`src/rtl/setpoint_ctrl.sv`:
```
// Setpoint entry for the RGB heat/cool indicator. Conditions three raw buttons
// and runs an IDLE/EDIT machine that stages a setpoint and commits it with temp_set.
module setpoint_ctrl #(
    parameter int W               = 8,
    parameter int T_MIN           = 50,
    parameter int T_MAX           = 90,
    parameter int T_DEFAULT       = 72,
    parameter int DEBOUNCE_CYCLES = 1000000,
    parameter int REPEAT_DELAY    = 50000000,
    parameter int REPEAT_RATE     = 10000000,
    parameter int EDIT_TIMEOUT    = 500000000
) (
    input  logic         clk,
    input  logic         reset,
    input  logic         btn_up,
    input  logic         btn_down,
    input  logic         btn_set,
    output logic [W-1:0] desired_temp,
    output logic         temp_set,
    output logic         edit_mode,
    output logic [W-1:0] pending_temp
);

    localparam int DB_W   = $clog2(DEBOUNCE_CYCLES + 1);
    localparam int RP_MAX = (REPEAT_DELAY > REPEAT_RATE) ? REPEAT_DELAY : REPEAT_RATE;
    localparam int RP_W   = $clog2(RP_MAX + 1);
    localparam int TO_W   = $clog2(EDIT_TIMEOUT + 1);

    localparam logic [DB_W-1:0] DB_LAST    = DB_W'(DEBOUNCE_CYCLES - 1);
    localparam logic [RP_W-1:0] DELAY_LAST = RP_W'(REPEAT_DELAY - 1);
    localparam logic [RP_W-1:0] RATE_LAST  = RP_W'(REPEAT_RATE - 1);
    localparam logic [TO_W-1:0] TO_LAST    = TO_W'(EDIT_TIMEOUT - 1);
    localparam logic [W-1:0]    V_MIN      = W'(T_MIN);
    localparam logic [W-1:0]    V_MAX      = W'(T_MAX);
    localparam logic [W-1:0]    V_DEFAULT  = W'(T_DEFAULT);

    // Button index: 0 = up, 1 = down, 2 = set
    logic [2:0]      raw;
    logic [2:0]      sync1_q, sync2_q;
    logic [2:0]      stable_q, stable_d;
    logic [2:0]      evt_q, evt_d;
    logic [DB_W-1:0] db_cnt_q [3];
    logic [DB_W-1:0] db_cnt_d [3];

    logic [RP_W-1:0] rep_cnt_q [2];
    logic [RP_W-1:0] rep_cnt_d [2];
    logic [1:0]      rep_act_q, rep_act_d;
    logic [1:0]      step;

    assign raw = {btn_set, btn_down, btn_up};

    // The stable level flips only after DEBOUNCE_CYCLES consecutive disagreeing samples.
    always_comb begin
        stable_d = stable_q;
        evt_d    = '0;
        for (int i = 0; i < 3; i++) begin
            db_cnt_d[i] = '0;
            if (sync2_q[i] != stable_q[i]) begin
                if (db_cnt_q[i] == DB_LAST) begin
                    stable_d[i] = sync2_q[i];
                    evt_d[i]    = sync2_q[i];
                end else begin
                    db_cnt_d[i] = db_cnt_q[i] + 1'b1;
                end
            end
        end
    end

    // First step on the press, then after REPEAT_DELAY, then every REPEAT_RATE.
    always_comb begin
        rep_act_d = rep_act_q;
        step      = '0;
        for (int i = 0; i < 2; i++) begin
            rep_cnt_d[i] = '0;
            if (evt_q[i]) begin
                step[i]      = 1'b1;
                rep_act_d[i] = 1'b0;
            end else if (!stable_q[i]) begin
                rep_act_d[i] = 1'b0;
            end else if (rep_cnt_q[i] == (rep_act_q[i] ? RATE_LAST : DELAY_LAST)) begin
                step[i]      = 1'b1;
                rep_act_d[i] = 1'b1;
            end else begin
                rep_cnt_d[i] = rep_cnt_q[i] + 1'b1;
            end
        end
    end

    always_ff @(posedge clk) begin
        if (reset) begin
            sync1_q   <= '0;
            sync2_q   <= '0;
            stable_q  <= '0;
            evt_q     <= '0;
            rep_act_q <= '0;
            for (int i = 0; i < 3; i++) db_cnt_q[i] <= '0;
            for (int i = 0; i < 2; i++) rep_cnt_q[i] <= '0;
        end else begin
            sync1_q   <= raw;
            sync2_q   <= sync1_q;
            stable_q  <= stable_d;
            evt_q     <= evt_d;
            rep_act_q <= rep_act_d;
            for (int i = 0; i < 3; i++) db_cnt_q[i] <= db_cnt_d[i];
            for (int i = 0; i < 2; i++) rep_cnt_q[i] <= rep_cnt_d[i];
        end
    end

    typedef enum logic {S_IDLE, S_EDIT} state_t;

    state_t          state_q;
    logic [W-1:0]    desired_q, pending_q;
    logic            temp_set_q;
    logic [TO_W-1:0] to_cnt_q;
    logic            set_evt, up_only, down_only;

    assign set_evt   = evt_q[2];
    assign up_only   = step[0] & ~step[1];
    assign down_only = step[1] & ~step[0];

    // A set event wins over a same-cycle step, so commit sees the pre-step value.
    always_ff @(posedge clk) begin
        if (reset) begin
            state_q    <= S_IDLE;
            desired_q  <= V_DEFAULT;
            pending_q  <= V_DEFAULT;
            temp_set_q <= 1'b0;
            to_cnt_q   <= '0;
        end else begin
            temp_set_q <= 1'b0;
            case (state_q)
                S_IDLE: begin
                    to_cnt_q <= '0;
                    if (set_evt) begin
                        state_q   <= S_EDIT;
                        pending_q <= desired_q;
                    end
                end
                S_EDIT: begin
                    if (set_evt) begin
                        desired_q  <= pending_q;
                        temp_set_q <= 1'b1;
                        state_q    <= S_IDLE;
                    end else if (|step) begin
                        to_cnt_q <= '0;
                        if (up_only && pending_q < V_MAX)
                            pending_q <= pending_q + 1'b1;
                        else if (down_only && pending_q > V_MIN)
                            pending_q <= pending_q - 1'b1;
                    end else if (to_cnt_q == TO_LAST) begin
                        state_q   <= S_IDLE;
                        pending_q <= desired_q;
                    end else begin
                        to_cnt_q <= to_cnt_q + 1'b1;
                    end
                end
                default: state_q <= S_IDLE;
            endcase
        end
    end

    assign desired_temp = desired_q;
    assign pending_temp = pending_q;
    assign temp_set     = temp_set_q;
    assign edit_mode    = (state_q == S_EDIT);

endmodule

```
`config.mk`:
```
export PLATFORM = sky130hd
export DESIGN_NAME = setpoint_ctrl
export DESIGN_NICKNAME = d
export VERILOG_FILES = /design/src/rtl/setpoint_ctrl.sv
export SDC_FILE = /design/constraint.sdc
export NUM_CORES = 1
export LEC_CHECK = 0
export CAP_MARGIN = 20
export CORE_UTILIZATION = 55
export DETAILED_ROUTE_END_ITERATION = 10
export PLACE_DENSITY = 0.75
export SYNTH_ARGS = -nofsm -noshare
export SYNTH_HDL_FRONTEND = slang
export SYNTH_SLANG_ARGS = --single-unit
```
`constraint.sdc`:
```
create_clock -name clk -period 3.77 [get_ports clk]
set_clock_uncertainty 0.1 [all_clocks]
set_input_delay 0.754 -clock clk [delete_from_list [all_inputs] [get_ports clk]]
set_output_delay 0.754 -clock clk [all_outputs]
set_load 0.005 [all_outputs]
```
Word-level counts from Yosys, hierarchy flattened
Memory sizes are Yosys's and may differ from the RTL's. Cells that the tools add are included.

Bits in registers: 61. RAM bits: 112. Input bits: 5. Output and inout bits: 18. Memories kept: 2. Word-level logic and storage cells: 118.

Memory list: db_cnt_q (depth 3, bits a word 20, read ports 3, clocked after memory_dff 0, wr ports 3, RTL line 42) `logic [DB_W-1:0] db_cnt_q [3];`; rep_cnt_q (depth 2, bits a word 26, read ports 2, clocked after memory_dff 0, wr ports 2, RTL line 45) `logic [RP_W-1:0] rep_cnt_q [2];`.

Add/sub/neg operators: 8. $lt $le $gt $ge: 2. Eq/ne operators: 14. Reduce and logical (&&, ||, !) cells: 15. Bitwise gates (word level): 18. Mux-type cells: 44.

Operator list (count): $mux W26 (10); $mux W20 (9); $mux W29 (3); $add A20 B1 Y20 const B (3); $eq A20 B20 Y1 const B (3); $pmux W29 S2 (1); $add A26 B1 Y26 const B (2); $eq A26 B26 Y1 (2); $mux W8 (6); $add A29 B1 Y29 const B (1); $eq A29 B29 Y1 const B (1); $pmux W8 S2 (1); $reduce_or A3 Y1 (5); $mux W1 (13); $not A1 Y1 (11); $reduce_and A2 Y1 (5); $add A8 B1 Y8 const B (1); $gt A8 B6 Y1 const B (1); $lt A8 B7 Y1 const B (1); $sub A8 B1 Y8 const B (1); $or A1 B1 Y1 (5); $ne A2 B2 Y1 const B (2); $ne A4 B2 Y1 const B (1); $reduce_and A4 Y1 (1); 7 further kinds (12).

Longest topological paths before layout
Gate-level depths: netlist of the first run.

Depth after elaboration: 13. Gate-level depth with buffers: 15. Mapped depth without buffers: 15.

Worst setup path after synthesis of the first run
No wires, ideal clock.

Kind: register -> register. Start point: mem rep_cnt_q[0][14] (netlist name). End point: reg pending_q[7], in the netlist pending_temp[7]. Library setup time: 0.134 ns. Period minus slack after synthesis: 3.808 ns. Stages on the path, launching flop included: 15. Required time: 3.536 ns. Path buffers: 0. Data arrival time: 3.574 ns. Slack: -0.038 ns. Cells stage by stage: dfxtp_1 -> or4_1 -> nor4_1 -> o2111a_2 -> nor2_1 -> or3_1 -> ha_1 -> a21o_1 -> a21oi_1 -> o21bai_1 -> a2111oi_0 -> nor3_1 -> xnor2_1 -> a211oi_1 -> a211oi_1.

RTL lines: start: declaration (RTL line 45); end signal: assignment (RTL line 136) `pending_q <= desired_q;`; end signal: assignment (RTL line 147) `pending_q <= pending_q + 1'b1;`; end signal: assignment (RTL line 149) `pending_q <= pending_q - 1'b1;`; end: declaration (RTL line 112) `logic [W-1:0] desired_q, pending_q;`.

==> impl_metrics.json, run 1 <==
{
  "wl_per_cell_microns": 13.4,
  "grt_overflow": 0,
  "async_reset_ff_share_pct": 0,
  "maxCapViolations": 0,
  "busiest_layer": "met2",
  "maxSlewViolCount": 0,
  "finalSetupViolCount": 0,
  "grt_max_degree": 27,
  "n_antenna_cell": 0,
  "finalNonFillerCells": 1129,
  "yosysMostFrequentCell": "dfxtp_1",
  "cts_max_level": 4,
  "utilization_pct": 64.9,
  "yosysSeqAreaShare_pct": 44.4,
  "clockRootBuffer": "clkbuf_16",
  "required_ps": 3940,
  "fmaxAchievable_mhz": 281,
  "synth_edf_count": 0,
  "yosys.area.top_type": "dfxtp_1",
  "tightest_slew_ps": 1100,
  "hold_depth": 1,
  "io-pin-count": 23,
  "port-buffer-count": 22,
  "fin_crit_sh_pct": 94.5,
  "worst-path-max-fanout": 2,
  "ir_worst_vdd_uv": 327,
  "synthTopCellsByCount": "dfxtp_1, nor2_1, nand2_1, xor2_1, nand3_1",
  "syn_area_per_cell_sq_um": 8.71,
  "vias": 6217,
  "critPathKind": "reg -> reg",
  "cts_max_path_buffers": 2,
  "rows": 43,
  "yosys_warnings": 0,
  "fin_ws_ps": 207,
  "cts_buffers": 17,
  "nets": 955,
  "grtUsageTotal_pct": 22.3,
  "end_kind": "flop",
  "start_util_pct": 56.4,
  "gp_congestion": 0.819,
  "hold_path.class": "reg -> reg",
  "clock_sinks": 173,
  "maxSlewHeadroom_pct": 26.8,
  "drt-pass1-iter-count": 5,
  "die_y_microns": 121,
  "reg2reg_depth": 14,
  "synth.distinct_cells": 58,
  "rsz0062_at_grt": "true",
  "drc_errors": 0,
  "grt_pass1_wl_microns": 26300,
  "syn_area_sq_um": 7790,
  "grt_util_met3_pct": 5.31,
  "vias_per_cell": 5.51,
  "grt_pass1_vias": 5686,
  "arrival_ps": 3740,
  "synth_nets": 914,
  "fp.dieArea_sq_um": 14700,
  "antenna_found_initial": 0,
  "place_inst": 1096,
  "synthTopCellsByArea": "dfxtp_1, xor2_1, nor2_1",
  "cts_tree": "yes",
  "drt-initial-drc-count": 340,
  "ys_ff_latch": 173,
  "syn_to_final_growth_pct": 15.1,
  "status": "complete, no violations",
  "power.leakage_nw": 2.94,
  "place_ws_ps": -111,
  "clkTransAtPathRegs_ps": 60,
  "core_sq_um": 13800,
  "grt_use_met2_pct": 35.6,
  "dp_hpwl_microns": 10400,
  "netlist_instances": 895,
  "hold_viol_final": 0,
  "wl_microns": 15200,
  "drive_gt1_share_pct": 7.90,
  "die_x_microns": 121,
  "p_per_area_nw_per_um2": 393,
  "critPathLaunchType": "flop",
  "ant_nets": 0,
  "clock_latency_ps": 430,
  "synth_top_area_share_pct": 44.4,
  "period_minus_slack_ps": 3560,
  "synth_top_flop_cell": "dfxtp_1",
  "use_met1_pct": 29.3
}
critical path, stage by stage (launching register included):
cell       delay [ps]
dfxtp_1           310
or4_4             560
nor4_4            150
o2111a_2          230
nor2_1             50
or3_4             400
ha_1              270
a21o_1            190
a21oi_2           170
o21bai_2          110
a2111oi_4         320
nor3_2            100
xnor2_1           130
a211oi_1          240
a211oi_1           70
cells by family (layout without fill, tap and decap cells):
logic type / count (synthesis) / after routing / share of synthesized area [%]
AO/OA/AOI/OAI: 106 / 106 / 9.31
multiplexers: 9 / 9 / 1.19
buffers and inverters: 41 / 95 / 1.99
AND/OR/NAND/NOR: 434 / 434 / 27.5
flip-flops: 173 / 173 / 44.4
adder cells (fa/ha/maj): 14 / 14 / 2.34
XOR/XNOR: 118 / 118 / 13.3
state kept, by name, summed over array words and instances (netlist names):
| register | cells |
|---|---|
| edit_mode | 1 |
| desired_temp | 8 |
| evt_q | 3 |
| db_cnt_q | 60 |
| to_cnt_q | 29 |
| rep_act_q | 2 |
| temp_set | 1 |
| sync1_q | 3 |
| pending_temp | 8 |
| sync2_q | 3 |
| stable_q | 3 |
| rep_cnt_q | 52 |
cell type report:
| class | instances | area (sq um) |
|---|---|---|
| fill | 1176 | 4850 |
| multi-input combinational | 681 | 4260 |
| sequential | 173 | 3460 |
| clock buffer | 26 | 509 |
| timing repair buffer | 44 | 389 |
| tap | 180 | 225 |
| inverter | 19 | 71.3 |
| clock inverter | 6 | 57.6 |
layer usage:
metal | share of wire [%] | wire, microns
met1 | 49 | 7470
met2 | 46 | 6990
met3 | 3.2 | 488
met4 | 1.6 | 243
met5 | 0 | 0
worst paths after layout:
check / startpoint / end / slack (ps)
setup reg to reg: rep_cnt_q[0][21] / pending_temp[7] / 210
setup / recovery: rep_cnt_q[0][21] / pending_temp[7] / 210
hold reg to reg: sync1_q[0] / sync2_q[0] / 340
hold / removal: sync1_q[0] / sync2_q[0] / 340
what timing repair did:
item                                   4_1_cts  5_1_grt
hold buffers                                 0        0
pin swaps                                    3        7
cloned                                       0        0
buffers inserted                             0        1
gates resized for setup                      5       11
setup endpoints to repair                    2        2
endpoints found under the hold margin        0        0
stage by stage:
step / setup TNS, ps / power [mW] / area, sq um / hold slack (ps)
after floorplan: 0 / 1.89 / 7800 / 314
after global placement: -2.90 / 1.90 / 8320 / 319
after detailed placement: -183 / 1.90 / 8320 / 327
after CTS: 0 / 3.56 / 8900 / 340
after global routing: -32.5 / 3.64 / 8970 / 351
final: 0 / 3.52 / 8970 / 337
placed cells by master, fill, tap and decap left out, drive strengths merged, types with 10 or more instances in the layout:
cell and instances:
and4 10, a21oi 34, o21ai 27, ha 13
buf 22, nand4 16, clkdlybuf4s50 22, inv 19
nor4b 11, and3 28, or3 23, xnor2 44
dfxtp 173, xor2 74, nand3 55, clkbuf 26
nand2 74, nor2 165
power breakdown:
| group | internal (mW) | switching, mW |
|---|---|---|
| clock network | 0.993 | 0.673 |
| logic | 0.00847 | 0.0147 |
| registers | 1.83 | 0.00231 |
| total | 2.83 | 0.690 |
(Power assumes the default switching activity.)
==> inputs of run 2 (changes only) <==
PLACE_DENSITY = 0.76   (was 0.75)
RECOVER_POWER = 25   (was default)
==> run 2 against run 1 <==
Against the previous run: routed wire length shrank 0.32%; clock power about the same; global-route usage fell by 0.51 points; design area shrank 0.32%; die area is the same; critical path depth stayed put; utilization shrank 0.21 points; worst setup slack lost 16 ps; sequential cell count stayed put; final cell count fell by 0.27%; critical path type unchanged; largest power group unchanged; highest routed layer unchanged.
==> impl_metrics.json, run 2 (synthesis results as in run 1) <==
{
  "status": "complete, no violations",
  "clock_latency_ps": 420,
  "grt_pass1_wl_microns": 25900,
  "end_kind": "flop",
  "worst-path-max-fanout": 2,
  "syn_to_final_growth_pct": 14.8,
  "fmaxAchievable_mhz": 279,
  "n_antenna_cell": 0,
  "critPathKind": "reg -> reg",
  "cts_max_level": 4,
  "vias_per_cell": 5.49,
  "maxSlewViolCount": 0,
  "top_register": "db_cnt_q",
  "power.leakage_nw": 2.94,
  "place_inst": 1092,
  "slowest_delay_ps": 550,
  "p_per_area_nw_per_um2": 396,
  "crit_chain": "or4_4 -> nor4_4 -> o2111a_2 -> nor2_1 -> or3_4 -> ha_1 -> a21o_1 -> a21oi_2 -> o21bai_1 -> a2111oi_2 -> nor3_1 -> xnor2_1 -> a211oi_2 -> a211oi_1",
  "tightest_slew_ps": 1140,
  "clkTransAtPathRegs_ps": 60,
  "maxCapViolations": 0,
  "start_util_pct": 56.4,
  "die_x_microns": 121,
  "cts_hold_buf": 0,
  "grt_overflow": 0,
  "wl_per_cell_microns": 13.4,
  "port-buffer-count": 22,
  "fp.dieArea_sq_um": 14700,
  "drt-pass1-iter-count": 4,
  "required_ps": 3920,
  "grt_max_degree": 27,
  "die_y_microns": 121,
  "io-pin-count": 23,
  "drc_errors": 0,
  "reg_top3": "db_cnt_q: 60 flops, rep_cnt_q: 52 flops, to_cnt_q: 29 flops",
  "finalSetupViolCount": 0,
  "grtUsageTotal_pct": 21.8,
  "maxSlewHeadroom_pct": 23.7,
  "ant_nets": 0,
  "fin_crit_sh_pct": 94.9,
  "drive_gt1_share_pct": 7.93,
  "hold_path.class": "reg -> reg",
  "dp_hpwl_microns": 10200,
  "finalNonFillerCells": 1126,
  "cts_buffers": 17,
  "clockRootBuffer": "clkbuf_16",
  "vias": 6182,
  "cts_tree": "yes",
  "hold_viol_final": 0,
  "ir_worst_vdd_uv": 287,
  "layout_common_cells": "dfxtp_1, nor2_1, nand2_1, xor2_1, nand3_1",
  "clock_sinks": 173,
  "arrival_ps": 3730,
  "cp_slowest_cell": "or4_4",
  "period_minus_slack_ps": 3580,
  "grt_pass1_vias": 5743,
  "critPathLaunchType": "flop",
  "gp_congestion": 0.815,
  "nets": 952,
  "cts_max_path_buffers": 2,
  "layout_commonest_cell": "dfxtp_1",
  "utilization_pct": 64.7,
  "largest_register_ffs": 60,
  "rows": 43,
  "total_power_mw": 3.54,
  "core_sq_um": 13800,
  "fillCellCount": 1115,
  "antenna_found_initial": 0,
  "wl_microns": 15100,
  "drt-initial-drc-count": 337
}
run 2: cell types whose count changed in the layout (fill, tap and decap cells not counted), sizes merged:
cell           delta
buf               -5
dlygate4sd3      +18
clkinv            -1
inv               +1
clkbuf            -4
clkdlybuf4s50    -18
clkinvlp          +6
run 2: routing by layer:
layer / GRT usage, % / vias up / wire length, microns / part of all wire, %
li1: - / 3177 / - / -
met1: 28.2 / 2910 / 7410 / 49
met3: 4.75 / 22 / 429 / 2.8
met5: 0 / - / 0 / 0
met4: 10.3 / 0 / 342 / 2.3
met2: 34.6 / 73 / 6950 / 46
run 2: worst paths after layout:
kind / start / end / slack [ps] / cells past startpoint
setup / recovery: rep_cnt_q[0][14] / pending_temp[7] / 190 / 14
hold / removal: rep_cnt_q[0][0] / rep_cnt_q[0][0] / 330 / 1
setup reg to reg: rep_cnt_q[0][14] / pending_temp[7] / 190 / 14
hold reg to reg: rep_cnt_q[0][0] / rep_cnt_q[0][0] / 330 / 1
run 2: worst max-delay path, delay by kind of cell (launching register included):
family / cells / cell delay, ps
flops: 1 / 320
fa+ha+maj: 1 / 270
xor+xnor: 1 / 150
compound gates: 7 / 1320
simple gates: 5 / 1240
run 2: layout make-up:
class,count,area [sq um],share of cell area (%)
inverter,19,71.3,0.797
timing repair buffer,41,359,4.01
multi-input combinational,681,4240,47.4
clock buffer,20,467,5.22
sequential,173,3460,38.7
tap,180,225,2.52
clock inverter,12,114,1.27
run 2: metrics by stage:
step | setup slack (ps) | hold slack [ps] | setup TNS [ps] | area (sq um)
floorplan | 50.4 | 314 | 0 | 7800
finish | 191 | 334 | 0 | 8940
detailed placement | -106 | 322 | -170 | 8290
global route | -29.4 | 343 | -29.4 | 8940
CTS | 15.4 | 337 | 0 | 8890
global placement | 11.0 | 317 | 0 | 8290
run 2: what timing repair did:
action / in CTS / in global routing
endpoints found under the setup margin: 2 / 2
buffers inserted: 0 / 2
resized for setup: 7 / 10
gates cloned: 0 / 0
pin swaps: 1 / 9
run 2: power by group:
part	internal (mW)	total, mW	switching (mW)
clock	0.964	1.69	0.722
sequential	1.83	1.83	0.00225
combinational	0.00735	0.0222	0.0149
total	2.80	3.54	0.739
